### config.mk
export PLATFORM = sky130hd
export DESIGN_NAME = uart_tx
export DESIGN_NICKNAME = d
export VERILOG_FILES = /design/src/rtl/uart_defs_pkg.sv /design/src/rtl/uart_tx_fifo.sv /design/src/rtl/uart_tx.sv
export SDC_FILE = /design/constraint.sdc
export NUM_CORES = 1
export LEC_CHECK = 0
export ABC_AREA = 1
export CORE_ASPECT_RATIO = 0.7
export CORE_MARGIN = 2
export CORE_UTILIZATION = 64
export CTS_CLUSTER_SIZE = 16
export DETAILED_ROUTE_END_ITERATION = 12
export HOLD_SLACK_MARGIN = 0.06
export MAX_ROUTING_LAYER = met4
export PLACE_DENSITY = 0.84
export SETUP_SLACK_MARGIN = 0.4
export SKIP_CTS_REPAIR_TIMING = 1
export SYNTH_ARGS = -nofsm -noshare
export SYNTH_HDL_FRONTEND = slang
export SYNTH_SLANG_ARGS = --single-unit
### constraint.sdc
create_clock -name clk -period 4.9 [get_ports clk]
set_clock_uncertainty 0.15 [all_clocks]
set_input_delay 0.98 -clock clk [delete_from_list [all_inputs] [get_ports clk]]
set_output_delay 0.98 -clock clk [all_outputs]
set_load 0.01 [all_outputs]
### src/rtl/uart_defs_pkg.sv
// Shared UART definitions (state encodings, data width, default bit period); also used by myuart.
package uart_defs_pkg;

  localparam int UART_DATA_W       = 8;
  localparam int UART_CLKS_PER_BIT = 16;

  typedef enum logic [2:0] {
    ST_IDLE   = 3'd0,
    ST_START  = 3'd1,
    ST_DATA   = 3'd2,
    ST_PARITY = 3'd3,
    ST_STOP   = 3'd4
  } uart_state_e;

  function automatic logic even_parity(input logic [UART_DATA_W-1:0] d);
    return ^d;
  endfunction

endpackage

### src/rtl/uart_tx_fifo.sv
// Generic synchronous FIFO, DEPTH x WIDTH; push visible to pop one cycle after the write edge.
// Backpressure: push while full and pop while empty are ignored with no state change.
module uart_tx_fifo
  import uart_defs_pkg::*;
#(
  parameter int DEPTH = 4,
  parameter int WIDTH = UART_DATA_W
) (
  input  logic             clk,
  input  logic             rst,
  input  logic             push,
  input  logic [WIDTH-1:0] push_dat,
  input  logic             pop,
  output logic [WIDTH-1:0] pop_dat,
  output logic             full,
  output logic             empty
);

  localparam int PTR_W = $clog2(DEPTH);
  localparam int CNT_W = PTR_W + 1;
  localparam logic [CNT_W-1:0] CNT_MAX = CNT_W'(DEPTH);

  logic [WIDTH-1:0] mem [DEPTH];
  logic [PTR_W-1:0] wr_ptr;
  logic [PTR_W-1:0] rd_ptr;
  logic [CNT_W-1:0] count;
  logic             do_push;
  logic             do_pop;

  assign do_push = push && !full;
  assign do_pop  = pop && !empty;

  always_ff @(posedge clk) begin
    if (do_push) mem[wr_ptr] <= push_dat;
  end

  // DEPTH is a power of two, so the pointers wrap on natural overflow
  always_ff @(posedge clk or negedge rst) begin
    if (!rst) begin
      wr_ptr <= '0;
      rd_ptr <= '0;
      count  <= '0;
    end else begin
      if (do_push) wr_ptr <= wr_ptr + PTR_W'(1);
      if (do_pop)  rd_ptr <= rd_ptr + PTR_W'(1);
      case ({do_push, do_pop})
        2'b10:   count <= count + CNT_W'(1);
        2'b01:   count <= count - CNT_W'(1);
        default: count <= count;
      endcase
    end
  end

  assign pop_dat = mem[rd_ptr];
  assign full    = (count == CNT_MAX);
  assign empty   = (count == '0);

endmodule

### src/rtl/uart_tx.sv
// UART 8N1/8E1 transmitter fed by a byte FIFO; start bit on the line 2 clks after a write to an idle unit.
// Backpressure: full=1 drops writes; queued frames go out back to back with no idle gap.
module uart_tx
  import uart_defs_pkg::*;
#(
  parameter int CLKS_PER_BIT = UART_CLKS_PER_BIT,
  parameter int FIFO_DEPTH   = 4,
  parameter bit PARITY_EN    = 1'b0
) (
  input  logic                   clk,
  input  logic                   rst,
  input  logic                   wr_en,
  input  logic [UART_DATA_W-1:0] wr_data,
  output logic                   full,
  output logic                   busy,
  output logic                   tx_done,
  output logic                   uart_out
);

  localparam int BAUD_W = (CLKS_PER_BIT > 1) ? $clog2(CLKS_PER_BIT) : 1;
  localparam logic [BAUD_W-1:0] BAUD_LAST = BAUD_W'(CLKS_PER_BIT - 1);

  uart_state_e            state, state_nxt;
  logic [BAUD_W-1:0]      baud_cnt, baud_nxt;
  logic [2:0]             bit_idx, bit_nxt;
  logic [UART_DATA_W-1:0] shift, shift_nxt;
  logic                   par_bit, par_nxt;
  logic                   bit_end;
  logic                   pop;
  logic                   empty;
  logic [UART_DATA_W-1:0] pop_dat;
  logic                   line_val;
  logic                   done_val;

  uart_tx_fifo #(
    .DEPTH (FIFO_DEPTH),
    .WIDTH (UART_DATA_W)
  ) u_fifo (
    .clk      (clk),
    .rst      (rst),
    .push     (wr_en),
    .push_dat (wr_data),
    .pop      (pop),
    .pop_dat  (pop_dat),
    .full     (full),
    .empty    (empty)
  );

  assign bit_end = (baud_cnt == BAUD_LAST);

  always_comb begin
    state_nxt = state;
    baud_nxt  = bit_end ? '0 : baud_cnt + BAUD_W'(1);
    bit_nxt   = bit_idx;
    shift_nxt = shift;
    par_nxt   = par_bit;
    pop       = 1'b0;
    line_val  = 1'b1;
    done_val  = 1'b0;
    case (state)
      ST_IDLE: begin
        baud_nxt = '0;
        if (!empty) begin
          pop       = 1'b1;
          shift_nxt = pop_dat;
          par_nxt   = even_parity(pop_dat);
          bit_nxt   = '0;
          state_nxt = ST_START;
        end
      end
      ST_START: begin
        line_val = 1'b0;
        if (bit_end) state_nxt = ST_DATA;
      end
      ST_DATA: begin
        line_val = shift[0];
        if (bit_end) begin
          shift_nxt = shift >> 1;
          bit_nxt   = bit_idx + 3'd1;
          if (bit_idx == 3'd7) state_nxt = PARITY_EN ? ST_PARITY : ST_STOP;
        end
      end
      ST_PARITY: begin
        line_val = par_bit;
        if (bit_end) state_nxt = ST_STOP;
      end
      ST_STOP: begin
        if (bit_end) begin
          done_val = 1'b1;
          // chain straight into the next start bit when more bytes are queued
          if (!empty) begin
            pop       = 1'b1;
            shift_nxt = pop_dat;
            par_nxt   = even_parity(pop_dat);
            bit_nxt   = '0;
            state_nxt = ST_START;
          end else begin
            state_nxt = ST_IDLE;
          end
        end
      end
      default: state_nxt = ST_IDLE;
    endcase
  end

  always_ff @(posedge clk or negedge rst) begin
    if (!rst) begin
      state    <= ST_IDLE;
      baud_cnt <= '0;
      bit_idx  <= '0;
      shift    <= '0;
      par_bit  <= 1'b0;
      uart_out <= 1'b1;
      tx_done  <= 1'b0;
    end else begin
      state    <= state_nxt;
      baud_cnt <= baud_nxt;
      bit_idx  <= bit_nxt;
      shift    <= shift_nxt;
      par_bit  <= par_nxt;
      uart_out <= line_val;
      tx_done  <= done_val;
    end
  end

  assign busy = (state != ST_IDLE) || !empty;

endmodule
==> insert_results.sql, run 1 <==
INSERT INTO impl_metrics (metric_group, metric, value, unit) VALUES
('run_status', 'outcome', 'complete, no violations', ''),
('power_and_ir_drop', 'leakage', '1.46', 'nW'),
('global_routing', 'grt_pass1_wl', '8790', 'um'),
('timing', 'tightestPinTransition', '0.774', 'ns'),
('finish', 'final.fill_count', '291', ''),
('floorplan', 'die-height', '59.9', 'um'),
('place', 'placed_instance_area', '0.00303', 'mm^2'),
('timing', 'grt_setup_unrepaired', 'no', ''),
('floorplan', 'io_pins', '15', ''),
('power_and_ir_drop', 'power_switching', '0.343', 'mW'),
('timing', 'layout_min_cycle_time', '2.89', 'ns'),
('critical_path', 'crit_path_end_kind', 'primary output', ''),
('routing', 'routed_wl', '5250', 'um'),
('timing', 'final-max-slew-violation-count', '0', ''),
('finish', 'antenna_cells_inserted', '0', ''),
('power_and_ir_drop', 'internal_power', '0.865', 'mW'),
('power_and_ir_drop', 'seqPwrFrac', '0.528', ''),
('power_and_ir_drop', 'power_frac_comb', '0.177', ''),
('cts', 'numCtsBuffers', '9', ''),
('critical_path', 'cp_data_required_time', '3.77', 'ns'),
('logic_synthesis', 'post_syn_area', '0.00285', 'mm^2'),
('routing', 'viasPerCell', '5.52', ''),
('logic_synthesis', 'synth_nets', '323', ''),
('logic_synthesis', 'yosys.cell_types.count', '31', ''),
('logic_synthesis', 'post_synthesis_cells', '303', ''),
('critical_path', 'crit_arrival', '1.76', 'ns'),
('cts', 'cts-root-to-sink-buffers', '2', ''),
('timing', 'setup_tns', '0', 'ns'),
('min_path', 'tightest_hold_check_type', 'reg2reg', ''),
('cts', 'cts_tree', 'built', ''),
('finish', 'num-nets-final', '344', ''),
('place', 'dpl.hpwl', '3640', 'um'),
('routing', 'via_count', '2118', ''),
('global_routing', 'number_of_antenna_violations_at_the_first_check_in_global_routing', '0', ''),
('floorplan', 'rows', '20', ''),
('place', 'port_buffers', '14', ''),
('critical_path', 'worst_setup_path_startpoint', 'state[0]$_DFFE_PN0P_', ''),
('power_and_ir_drop', 'ir_drop', '0.349', 'mV'),
('timing', 'report.final.hold_viol_count', '0', ''),
('floorplan', 'die_w', '83.8', 'um'),
('global_routing', 'grt_usage', '0.248', ''),
('global_routing', 'grt_max_degree', '20', ''),
('power_and_ir_drop', 'power_frac_clock', '0.295', ''),
('critical_path', 'critical_path.endpoint', 'busy', ''),
('critical_path', 'timing.rr.end', 'u_fifo.count[2]$_DFFE_PN0P_', ''),
('place', 'finalWeightedCongestion', '0.785', ''),
('cts', 'clock_h_tree_levels', '3', ''),
('finish', 'post_route_cells_drive_above_1_share', '0.0760', ''),
('flow_run', 'drv.max_cap_violation_count', '0', ''),
('power_and_ir_drop', 'cellPowerDensity', '379', 'mW/mm^2'),
('floorplan', 'initial_standard_cell_utilization_of_the_core', '0.663', ''),
('timing', 'period_share', '0.590', ''),
('routing', 'drcViolationCount', '0', ''),
('routing', 'route.detailed.wl_per_inst', '13.7', 'um'),
('routing', 'drt_pre_antenna_iters', '5', ''),
('cts', 'worst_skew_pair.late_latency', '0.34', 'ns'),
('logic_synthesis', 'ys.warnings.count', '0', ''),
('cts', 'clkSlewWorstSetupHoldPaths', '0.06', 'ns'),
('logic_synthesis', 'synth-seq-cells', '60', ''),
('routing', 'first_iter_violations', '157', ''),
('logic_synthesis', 'yosysSeqAreaShare', '0.583', ''),
('timing', 'setup_viol', '0', ''),
('floorplan', 'coreArea', '0.00430', 'mm^2'),
('critical_path', 'worst-setup-path-type', 'reg2out', ''),
('logic_synthesis', 'post_synth.cell_area_avg', '9.41', 'um^2'),
('routing', 'postRouteAntennaNets', '0', ''),
('timing', 'fmaxAchievable', '346', 'MHz'),
('floorplan', 'design.die.area', '0.00502', 'mm^2'),
('cts', 'root_buffer', 'sky130_fd_sc_hd__clkbuf_8', ''),
('critical_path', 'r2r_slack', '2.20', 'ns'),
('global_routing', 'grt_pass1_vias', '1900', ''),
('power_and_ir_drop', 'power.share.switching', '0.284', ''),
('critical_path', 'worst_r2r_startpoint', 'baud_cnt[0]$_DFF_PN0_', ''),
('finish', 'area.growth.synth_to_final', '11.7', '%'),
('critical_path', 'cp_max_fo', '5', ''),
('cts', 'clkSinkCount', '60', ''),
('min_path', 'worstHoldStart', 'u_fifo.count[0]$_DFFE_PN0P_', ''),
('critical_path', 'crit_start_category', 'flip-flop', ''),
('timing', 'slew_headroom', '0.482', ''),
('critical_path', 'r2r.worst_path.cells', '13', ''),
('global_routing', 'grt_overflow_total', '0', ''),
('finish', 'stdcell_area', '0.00319', 'mm^2');
## power groups by stage
| stage | Sequential [mW] | Clock [mW] | Combinational (mW) |
|---|---|---|---|
| 5_1_grt | 0.645 | 0.386 | 0.247 |
| 3_3_place_gp | 0.646 | 0 | 0.200 |
| 4_1_cts | 0.638 | 0.364 | 0.215 |
| 2_1_floorplan | 0.641 | 0 | 0.148 |
| 6_report | 0.638 | 0.356 | 0.214 |
| 3_5_place_dp | 0.647 | 0 | 0.212 |
## sequential cells by signal (all words and copies together) (netlist names)
signal         count
u_fifo.mem        32
u_fifo.count       3
u_fifo.wr_ptr      2
u_fifo.rd_ptr      2
par_bit            1
bit_idx            3
uart_out           1
baud_cnt           4
state              3
shift              8
tx_done            1
## layout by cell type (no fill, tap or decap), drive strengths merged, types with 2 or more instances in the layout
cell type | netlist | routed
dfrtp | 27 | 27
clkinv | 0 | 3
nor2 | 28 | 28
edfxtp | 32 | 32
a21oi | 5 | 5
nand3 | 23 | 23
clkdlybuf4s50 | 0 | 14
clkbuf | 0 | 13
xnor2 | 2 | 2
nand2 | 107 | 107
inv | 33 | 33
ha | 8 | 8
xor2 | 3 | 3
a22o | 2 | 2
o21ai | 19 | 19
## kinds of logic after synthesis
family | count (synthesis) | share of synthesized area
and+or+nand+nor | 160 | 0.240
AOI/OAI and AO/OA | 31 | 0.0610
DFF | 60 | 0.583
xor gates and xnor gates | 5 | 0.0154
adders and majority gates | 9 | 0.0421
buffers and inverters | 38 | 0.0588
## how the worst min path moves through the flow
stage,endpoint,slack [ns],depth (start not counted)
after floorplan,baud_cnt[0]$_DFF_PN0_,0.28,1
after global placement,baud_cnt[0]$_DFF_PN0_,0.29,1
after detailed placement,u_fifo.count[0]$_DFFE_PN0P_,0.32,1
after CTS,u_fifo.count[0]$_DFFE_PN0P_,0.33,1
after global routing,baud_cnt[0]$_DFF_PN0_,0.35,1
final,u_fifo.count[0]$_DFFE_PN0P_,0.33,1
## Yosys cell counts, drive strengths merged
cell type  number  area share
a21oi           5      0.0088
a22o            2      0.0061
a31oi           1      0.0022
buf             5       0.013
dfrtp          27        0.24
dfstp           1      0.0092
edfxtp         32        0.34
fa              1      0.0070
ha              8       0.035
inv            33       0.046
nand2         107        0.15
nand3          23       0.040
nand4           1      0.0022
nor2           28       0.043
nor3            1      0.0057
o2111ai         1      0.0031
o21a            1      0.0026
o21ai          19       0.033
o22ai           1      0.0022
o31ai           1      0.0026
xnor2           2      0.0061
xor2            3      0.0092
## through the flow
stage / utilization / power, mW / hold WS, ns / setup slack [ns] / instances
2_1_floorplan: - / 0.789 / 0.279 / 2.40 / 303
3_3_place_gp: 0.705 / 0.846 / 0.293 / 1.88 / 368
3_5_place_dp: 0.705 / 0.858 / 0.316 / 1.85 / 368
4_1_cts: 0.740 / 1.22 / 0.328 / 2.00 / 384
5_1_grt: 0.740 / 1.28 / 0.348 / 1.85 / 384
6_report: 0.740 / 1.21 / 0.328 / 2.01 / 384
## critical path: stages (launching register included)
cell	delay [ns]
sky130_fd_sc_hd__dfrtp_1	0.44
sky130_fd_sc_hd__nor2_1	0.16
sky130_fd_sc_hd__inv_2	0.08
sky130_fd_sc_hd__nor2_2	0.16
sky130_fd_sc_hd__nand2_1	0.09
sky130_fd_sc_hd__clkdlybuf4s50_1	0.49
## layer usage
layer,vias to the layer above,track usage,wire [um]
li1,1034,-,-
met2,99,0.354,2330
met3,8,0.0870,497
met4,0,0.101,57
met1,977,0.328,2370
met5,-,-,0
## final cells by class
cell class                      instances  area [um^2]  area share
Sequential cell                        60         1660       0.522
Tap cell                               55         68.8      0.0216
Clock inverter                          3         13.8     0.00432
Multi-Input combinational cell        205         1020       0.321
Timing Repair Buffer                   15          148      0.0463
Inverter                               33          131      0.0412
Clock buffer                           13          139      0.0436
No activity file was read; power rests on OpenSTA's default activity.
==> run 2, diff against run 1 <==
- CORE_UTILIZATION: 64 -> 53
- PLACE_DENSITY: 0.84 -> 0.75
- clock period: 4.9 -> 2.4 ns (I/O delays scaled with it)
==> run 2 against run 1 <==
  * Count of clock-buffer cells in the layout is 1 lower
  * Worst setup slack worse by 1.8 ns
  * Combinational power is 140% higher
  * Global-route usage is 3.0 points lower
  * Largest cell class unchanged
  * Sequential cell count stayed put
  * Core utilization is 6.9 points lower
  * Cell area is 9.6% higher
  * Hold slack worse by 0.0054 ns
  * Critical endpoint is now u_fifo.count[2]$_DFFE_PN0P_
  * Via count is 1.8% higher
  * First-iteration DRC count is 5.1% lower
==> insert_results.sql, run 2 (synthesis gave the netlist of run 1 again) <==
INSERT INTO impl_metrics (metric_group, metric, value, unit) VALUES
('place', 'dpl.hpwl', '3910', 'um'),
('global_routing', 'grt_overflow_total', '0', ''),
('place', 'port_buffers', '14', ''),
('cts', 'clock_h_tree_levels', '3', ''),
('finish', 'antenna_cells_inserted', '0', ''),
('routing', 'drt_pre_antenna_iters', '4', ''),
('finish', 'utilization', '0.671', ''),
('finish', 'largest_reg_flops', '32', ''),
('flow_run', 'drv.max_cap_violation_count', '0', ''),
('critical_path', 'critical_path_cell_by_cell', 'ha_4, nand3_4, inv_2, nor2_4, inv_2, nand2_4, inv_4, ha_4, inv_4, fa_2, a21oi_1, o21ai_1, xor2_1', ''),
('power_and_ir_drop', 'cellPowerDensity', '739', 'mW/mm^2'),
('timing', 'setup_viol', '0', ''),
('floorplan', 'io_pins', '15', ''),
('place', 'finalWeightedCongestion', '0.778', ''),
('floorplan', 'die_w', '91.7', 'um'),
('critical_path', 'cp_data_required_time', '2.47', 'ns'),
('timing', 'grt_setup_unrepaired', 'yes', ''),
('global_routing', 'grt_pass1_vias', '1938', ''),
('timing', 'slew_headroom', '0.720', ''),
('cts', 'cts_tree', 'built', ''),
('critical_path', 'critical_path.max_stage_delay', '0.42', 'ns'),
('routing', 'drcViolationCount', '0', ''),
('global_routing', 'grt_pass1_wl', '9380', 'um'),
('floorplan', 'initial_standard_cell_utilization_of_the_core', '0.548', ''),
('place', 'placed_instance_area', '0.00316', 'mm^2'),
('power_and_ir_drop', 'ir_drop', '0.526', 'mV'),
('finish', 'largest_registers', 'u_fifo.mem x32, shift x8, baud_cnt x4', ''),
('critical_path', 'crit_arrival', '2.23', 'ns'),
('routing', 'routed_wl', '6000', 'um'),
('routing', 'first_iter_violations', '149', ''),
('cts', 'clkSlewWorstSetupHoldPaths', '0.06', 'ns'),
('cts', 'root_buffer', 'sky130_fd_sc_hd__clkbuf_8', ''),
('cts', 'cts-root-to-sink-buffers', '2', ''),
('timing', 'fmaxAchievable', '464', 'MHz'),
('global_routing', 'number_of_antenna_violations_at_the_first_check_in_global_routing', '0', ''),
('timing', 'final-max-slew-violation-count', '0', ''),
('floorplan', 'rows', '22', ''),
('timing', 'hold_slack', '0.322', 'ns'),
('routing', 'viasPerCell', '5.14', ''),
('floorplan', 'die-height', '65.4', 'um'),
('critical_path', 'crit_path_end_kind', 'flip-flop', ''),
('min_path', 'tightest_hold_check_type', 'reg2reg', ''),
('finish', 'stdcell_area', '0.00349', 'mm^2'),
('critical_path', 'crit_start_category', 'flip-flop', ''),
('floorplan', 'design.die.area', '0.00599', 'mm^2'),
('finish', 'num-nets-final', '364', ''),
('finish', 'top_register', 'u_fifo.mem', ''),
('timing', 'tightestPinTransition', '0.420', 'ns'),
('timing', 'layout_min_cycle_time', '2.16', 'ns'),
('timing', 'period_share', '0.899', ''),
('global_routing', 'grt_usage', '0.217', ''),
('critical_path', 'worst-setup-path-type', 'reg2reg', ''),
('routing', 'postRouteAntennaNets', '0', ''),
('cts', 'numCtsBuffers', '9', ''),
('cts', 'worst_skew_pair.late_latency', '0.34', 'ns'),
('finish', 'area.growth.synth_to_final', '22.4', '%'),
('timing', 'report.final.hold_viol_count', '0', ''),
('routing', 'route.detailed.wl_per_inst', '14.3', 'um'),
('finish', 'post_route_cells_drive_above_1_share', '0.195', ''),
('critical_path', 'cp_max_fo', '4', ''),
('critical_path', 'cp_slowest_cell', 'sky130_fd_sc_hd__dfrtp_1', ''),
('run_status', 'outcome', 'complete, no violations', ''),
('floorplan', 'coreArea', '0.00520', 'mm^2'),
('power_and_ir_drop', 'total_power', '2.58', 'mW'),
('global_routing', 'grt_max_degree', '29', ''),
('cts', 'clkSinkCount', '60', ''),
('routing', 'via_count', '2157', ''),
('power_and_ir_drop', 'leakage', '1.59', 'nW'),
('finish', 'layout.cells.most_common', 'sky130_fd_sc_hd__nand2_1', ''),
('finish', 'final_cell_mix', 'sky130_fd_sc_hd__nand2_1, sky130_fd_sc_hd__edfxtp_1, sky130_fd_sc_hd__dfrtp_1', '');
run 2: cell types whose count changed in the layout (fill, tap and decap cells not counted), sizes merged:
| cell | before | now |
|---|---|---|
| clkdlybuf4s50 | 14 | 11 |
| clkbuf | 13 | 12 |
| buf | 1 | 21 |
| dlymetal6s2s | 0 | 3 |
run 2: per-stage QoR:
stage | setup slack, ns | cells | TNS (ns)
2_1_floorplan | 0.322 | 303 | 0
3_5_place_dp | 0.170 | 392 | 0
3_3_place_gp | 0.264 | 392 | 0
6_report | 0.243 | 420 | 0
5_1_grt | 0.167 | 420 | 0
4_1_cts | -0.0389 | 407 | -0.0389
run 2: area by class of cell:
type	count	area, um^2
clock buffers	12	145
clock inverters	3	15.0
fillers	400	1710
inverters	33	141
multi-input cells	205	1110
flip-flops and latches	60	1670
well taps	72	90.1
repair buffers	35	318
run 2: worst paths after layout:
kind / start / endpoint / slack, ns / cells after the start
setup / recovery: baud_cnt[0]$_DFF_PN0_ / u_fifo.count[2]$_DFFE_PN0P_ / 0.24 / 13
hold / removal: u_fifo.count[0]$_DFFE_PN0P_ / u_fifo.count[0]$_DFFE_PN0P_ / 0.32 / 1
hold reg to reg: u_fifo.count[0]$_DFFE_PN0P_ / u_fifo.count[0]$_DFFE_PN0P_ / 0.32 / 1
setup reg to reg: baud_cnt[0]$_DFF_PN0_ / u_fifo.count[2]$_DFFE_PN0P_ / 0.24 / 13
max in group asynchronous: rst / uart_out$_DFF_PN1_ / 1.43 / 2
min in group asynchronous: rst / shift[1]$_DFFE_PN0P_ / 0.37 / 2
run 2: power by group:
| group | switching [mW] | internal (mW) |
|---|---|---|
| logic | 0.310 | 0.199 |
| registers | 0.0570 | 1.25 |
| clock network | 0.373 | 0.392 |
run 2: per-layer routing:
layer | track usage | share of wire | up-vias
met5 | - | 0 | -
met4 | 0.0672 | 0.019 | 0
met3 | 0.0734 | 0.051 | 14
met2 | 0.318 | 0.49 | 58
met1 | 0.292 | 0.44 | 1016
li1 | - | - | 1069
run 2: worst max-delay path: cells and delay by family (launching register included):
family | cells | cell delay, ns
adder cells (fa/ha/maj) | 3 | 0.71
flip-flops | 1 | 0.42
buffers and inverters | 4 | 0.25
AO/OA/AOI/OAI | 2 | 0.20
AND/OR/NAND/NOR | 3 | 0.18
XOR/XNOR | 1 | 0.14
==> run 3, diff against run 2 <==
- CORE_UTILIZATION: 53 -> 54
- PLACE_DENSITY: 0.75 -> 0.81
- SYNTH_HIERARCHICAL: unset -> 1
==> run 3 against run 2 <==
  * Register-to-register slack gained 0.06 ns
  * Non-clock buffer count is 5 lower
  * Worst setup slack gained 0.060 ns
  * Hold slack better by 0.0031 ns
  * Wire length decreased by 14%
  * Power rose by 83%
  * Critical endpoint is now u_fifo/count[2]$_DFFE_PN0P_
  * Largest cell class unchanged
  * Highest routed layer unchanged
==> insert_results.sql, run 3 <==
INSERT INTO impl_metrics (metric_group, metric, value, unit) VALUES
('timing', 'setup_viol', '0', ''),
('critical_path', 'critical_path_cell_by_cell', 'ha_4, nand3_4, nand2_4, nand2_4, inv_4, nand2_4, inv_2, ha_4, inv_4, fa_2, inv_1, nand2_2, nand3_2, nand2_1, nand2_1', ''),
('timing', 'layout_min_cycle_time', '2.10', 'ns'),
('finish', 'num-nets-final', '370', ''),
('timing', 'postLayoutSetupSlackWorst', '0.303', 'ns'),
('routing', 'route.detailed.wl_per_inst', '12.1', 'um'),
('logic_synthesis', 'ys_top_cells_by_count', 'sky130_fd_sc_hd__nand2_1, sky130_fd_sc_hd__inv_1, sky130_fd_sc_hd__edfxtp_1, sky130_fd_sc_hd__dfrtp_1', ''),
('logic_synthesis', 'yosys.cell_count.top_type', 'sky130_fd_sc_hd__nand2_1', ''),
('cts', 'cts-root-to-sink-buffers', '2', ''),
('flow_run', 'drv.max_cap_violation_count', '0', ''),
('timing', 'setup_tns', '0', 'ns'),
('finish', 'antenna_cells_inserted', '0', ''),
('run_status', 'outcome', 'complete, no violations', ''),
('logic_synthesis', 'synth_nets', '335', ''),
('logic_synthesis', 'synth-seq-cells', '60', ''),
('cts', 'clkSlewWorstSetupHoldPaths', '0.06', 'ns'),
('global_routing', 'global_route.peak_usage_layer', 'met2', ''),
('place', 'dpl.hpwl', '3540', 'um'),
('routing', 'viasPerCell', '4.86', ''),
('critical_path', 'crit_start_category', 'flip-flop', ''),
('power_and_ir_drop', 'leakage', '1.70', 'nW'),
('floorplan', 'design.die.area', '0.00612', 'mm^2'),
('logic_synthesis', 'post_synth.cell_area_avg', '9.44', 'um^2'),
('timing', 'hold_slack', '0.326', 'ns'),
('place', 'dp_worst_setup_slack', '0.147', 'ns'),
('critical_path', 'critPathMostFrequentCell', 'sky130_fd_sc_hd__nand2_4', ''),
('global_routing', 'global_route.usage.met3', '0.0650', ''),
('power_and_ir_drop', 'ir_drop', '0.743', 'mV'),
('critical_path', 'cp_data_required_time', '2.53', 'ns'),
('logic_synthesis', 'yosys.cell_types.count', '28', ''),
('floorplan', 'initial_standard_cell_utilization_of_the_core', '0.562', ''),
('finish', 'final_cell_mix', 'sky130_fd_sc_hd__nand2_1, sky130_fd_sc_hd__inv_1, sky130_fd_sc_hd__edfxtp_1', ''),
('routing', 'routed_wl', '5160', 'um'),
('logic_synthesis', 'post_syn_area', '0.00297', 'mm^2'),
('logic_synthesis', 'synth_area_leaders', 'sky130_fd_sc_hd__edfxtp_1, sky130_fd_sc_hd__dfrtp_1, sky130_fd_sc_hd__nand2_1, sky130_fd_sc_hd__inv_1, sky130_fd_sc_hd__o211ai_1', ''),
('routing', 'postRouteAntennaNets', '0', ''),
('global_routing', 'number_of_antenna_violations_at_the_first_check_in_global_routing', '0', ''),
('cts', 'numCtsBuffers', '9', ''),
('routing', 'via_count', '2074', ''),
('global_routing', 'grt_pass1_wl', '8690', 'um'),
('critical_path', 'critical_path.max_stage_delay', '0.41', 'ns'),
('floorplan', 'die-height', '66.1', 'um'),
('global_routing', 'grt_max_degree', '34', ''),
('floorplan', 'coreArea', '0.00529', 'mm^2'),
('floorplan', 'die_w', '92.7', 'um'),
('timing', 'grt_setup_unrepaired', 'yes', ''),
('finish', 'largest_registers', 'u_fifo/mem x32, shift x8, baud_cnt x4', ''),
('timing', 'fmaxAchievable', '477', 'MHz'),
('routing', 'drt_pre_antenna_iters', '4', ''),
('global_routing', 'globalRouteMet2Util', '0.317', ''),
('finish', 'top_register', 'u_fifo/mem', ''),
('finish', 'stdcell_area', '0.00355', 'mm^2'),
('critical_path', 'cp_max_fo', '4', ''),
('logic_synthesis', 'synth_ff_type', 'sky130_fd_sc_hd__edfxtp_1', ''),
('floorplan', 'rows', '22', ''),
('critical_path', 'worst-setup-path-type', 'reg2reg', ''),
('min_path', 'tightest_hold_check_type', 'reg2reg', ''),
('logic_synthesis', 'ys.warnings.count', '6', ''),
('critical_path', 'crit_path_end_kind', 'flip-flop', ''),
('power_and_ir_drop', 'cellPowerDensity', '1330', 'mW/mm^2'),
('place', 'port_buffers', '14', ''),
('timing', 'final-max-slew-violation-count', '0', ''),
('place', 'placed_instance_area', '0.00322', 'mm^2'),
('finish', 'largest_reg_flops', '32', ''),
('logic_synthesis', 'post_synthesis_cells', '315', ''),
('timing', 'period_share', '0.874', ''),
('cts', 'worst_skew_pair.late_latency', '0.34', 'ns'),
('logic_synthesis', 'synth_top_area_cell', 'sky130_fd_sc_hd__edfxtp_1', ''),
('critical_path', 'cp_slowest_cell', 'sky130_fd_sc_hd__dfrtp_1', ''),
('timing', 'slew_headroom', '0.763', ''),
('logic_synthesis', 'synth_top_area_share', '0.323', ''),
('finish', 'layout.cells.most_common', 'sky130_fd_sc_hd__nand2_1', ''),
('routing', 'drcViolationCount', '0', ''),
('logic_synthesis', 'ys_async_sr_fraction', '0.467', ''),
('global_routing', 'grt_pass1_vias', '1985', ''),
('global_routing', 'grt_overflow_total', '0', ''),
('place', 'finalWeightedCongestion', '0.815', ''),
('finish', 'area.growth.synth_to_final', '19.5', '%'),
('finish', 'final.fill_count', '419', ''),
('timing', 'tightestPinTransition', '0.356', 'ns'),
('finish', 'post_route_cells_drive_above_1_share', '0.214', ''),
('cts', 'clock_h_tree_levels', '3', ''),
('global_routing', 'grt_usage', '0.196', ''),
('cts', 'cts_tree', 'built', ''),
('floorplan', 'io_pins', '15', ''),
('cts', 'root_buffer', 'sky130_fd_sc_hd__clkbuf_8', ''),
('logic_synthesis', 'yosysSeqAreaShare', '0.559', ''),
('critical_path', 'crit_arrival', '2.22', 'ns'),
('power_and_ir_drop', 'total_power', '4.71', 'mW'),
('timing', 'report.final.hold_viol_count', '0', ''),
('global_routing', 'grt_util_met1', '0.234', ''),
('routing', 'first_iter_violations', '141', ''),
('cts', 'clkSinkCount', '60', ''),
('logic_synthesis', 'number_of_enable_type_register_cells_in_the_synthesized_netlist', '32', '');
-- run 3: layout make-up --
| type | instances | area (um^2) | share of cell area |
|---|---|---|---|
| tap | 72 | 90.1 | 0.0254 |
| clock inverter | 5 | 52.6 | 0.0148 |
| multi-input combinational | 190 | 1110 | 0.314 |
| timing repair buffer | 30 | 268 | 0.0754 |
| sequential | 60 | 1670 | 0.469 |
| clock buffer | 11 | 131 | 0.0370 |
| inverter | 59 | 231 | 0.0651 |
-- run 3: worst paths after layout --
path,start,endpoint,depth (start not counted),slack [ns]
max,baud_cnt[0]$_DFF_PN0_,u_fifo/count[2]$_DFFE_PN0P_,15,0.30
min,shift[0]$_DFFE_PN0P_,shift[0]$_DFFE_PN0P_,2,0.33
max reg2reg,baud_cnt[0]$_DFF_PN0_,u_fifo/count[2]$_DFFE_PN0P_,15,0.30
min reg2reg,shift[0]$_DFFE_PN0P_,shift[0]$_DFFE_PN0P_,2,0.33
max in group asynchronous,rst,uart_out$_DFF_PN1_,2,1.42
min in group asynchronous,rst,shift[2]$_DFFE_PN0P_,2,0.37
-- run 3: layer usage --
layer  part of all wire  vias to the layer above  routed length, um
met2               0.47                       46               2430
met5                  0                        -                  0
met4              0.012                        0                 60
met1               0.46                      943               2400
li1                   -                     1078                  -
met3              0.052                        7                270
-- run 3: worst max-delay path, delay by kind of cell (launching register included) --
kind,cells,cell delay [ns]
simple gates,8,0.56
buf+inv,4,0.26
flops,1,0.41
fa+ha+maj,3,0.67
-- run 3: kinds of logic after synthesis --
kind of cell	Yosys count	share of synthesized area
XOR/XNOR	3	0.00884
flip-flops	60	0.559
AND/OR/NAND/NOR	141	0.209
AO/OA/AOI/OAI	37	0.0846
adder cells (fa/ha/maj)	9	0.0404
buffers and inverters	65	0.0976
-- run 3: power by group --
part	switching, mW	internal (mW)
clock network	0.373	0.474
registers	0.186	1.41
logic	1.41	0.856
-- run 3: metrics by stage --
step                instances  utilization
finish                    427        0.672
global route              427        0.672
CTS                       416        0.643
detailed placement        400        0.609
global placement          400        0.609
floorplan                 315            -
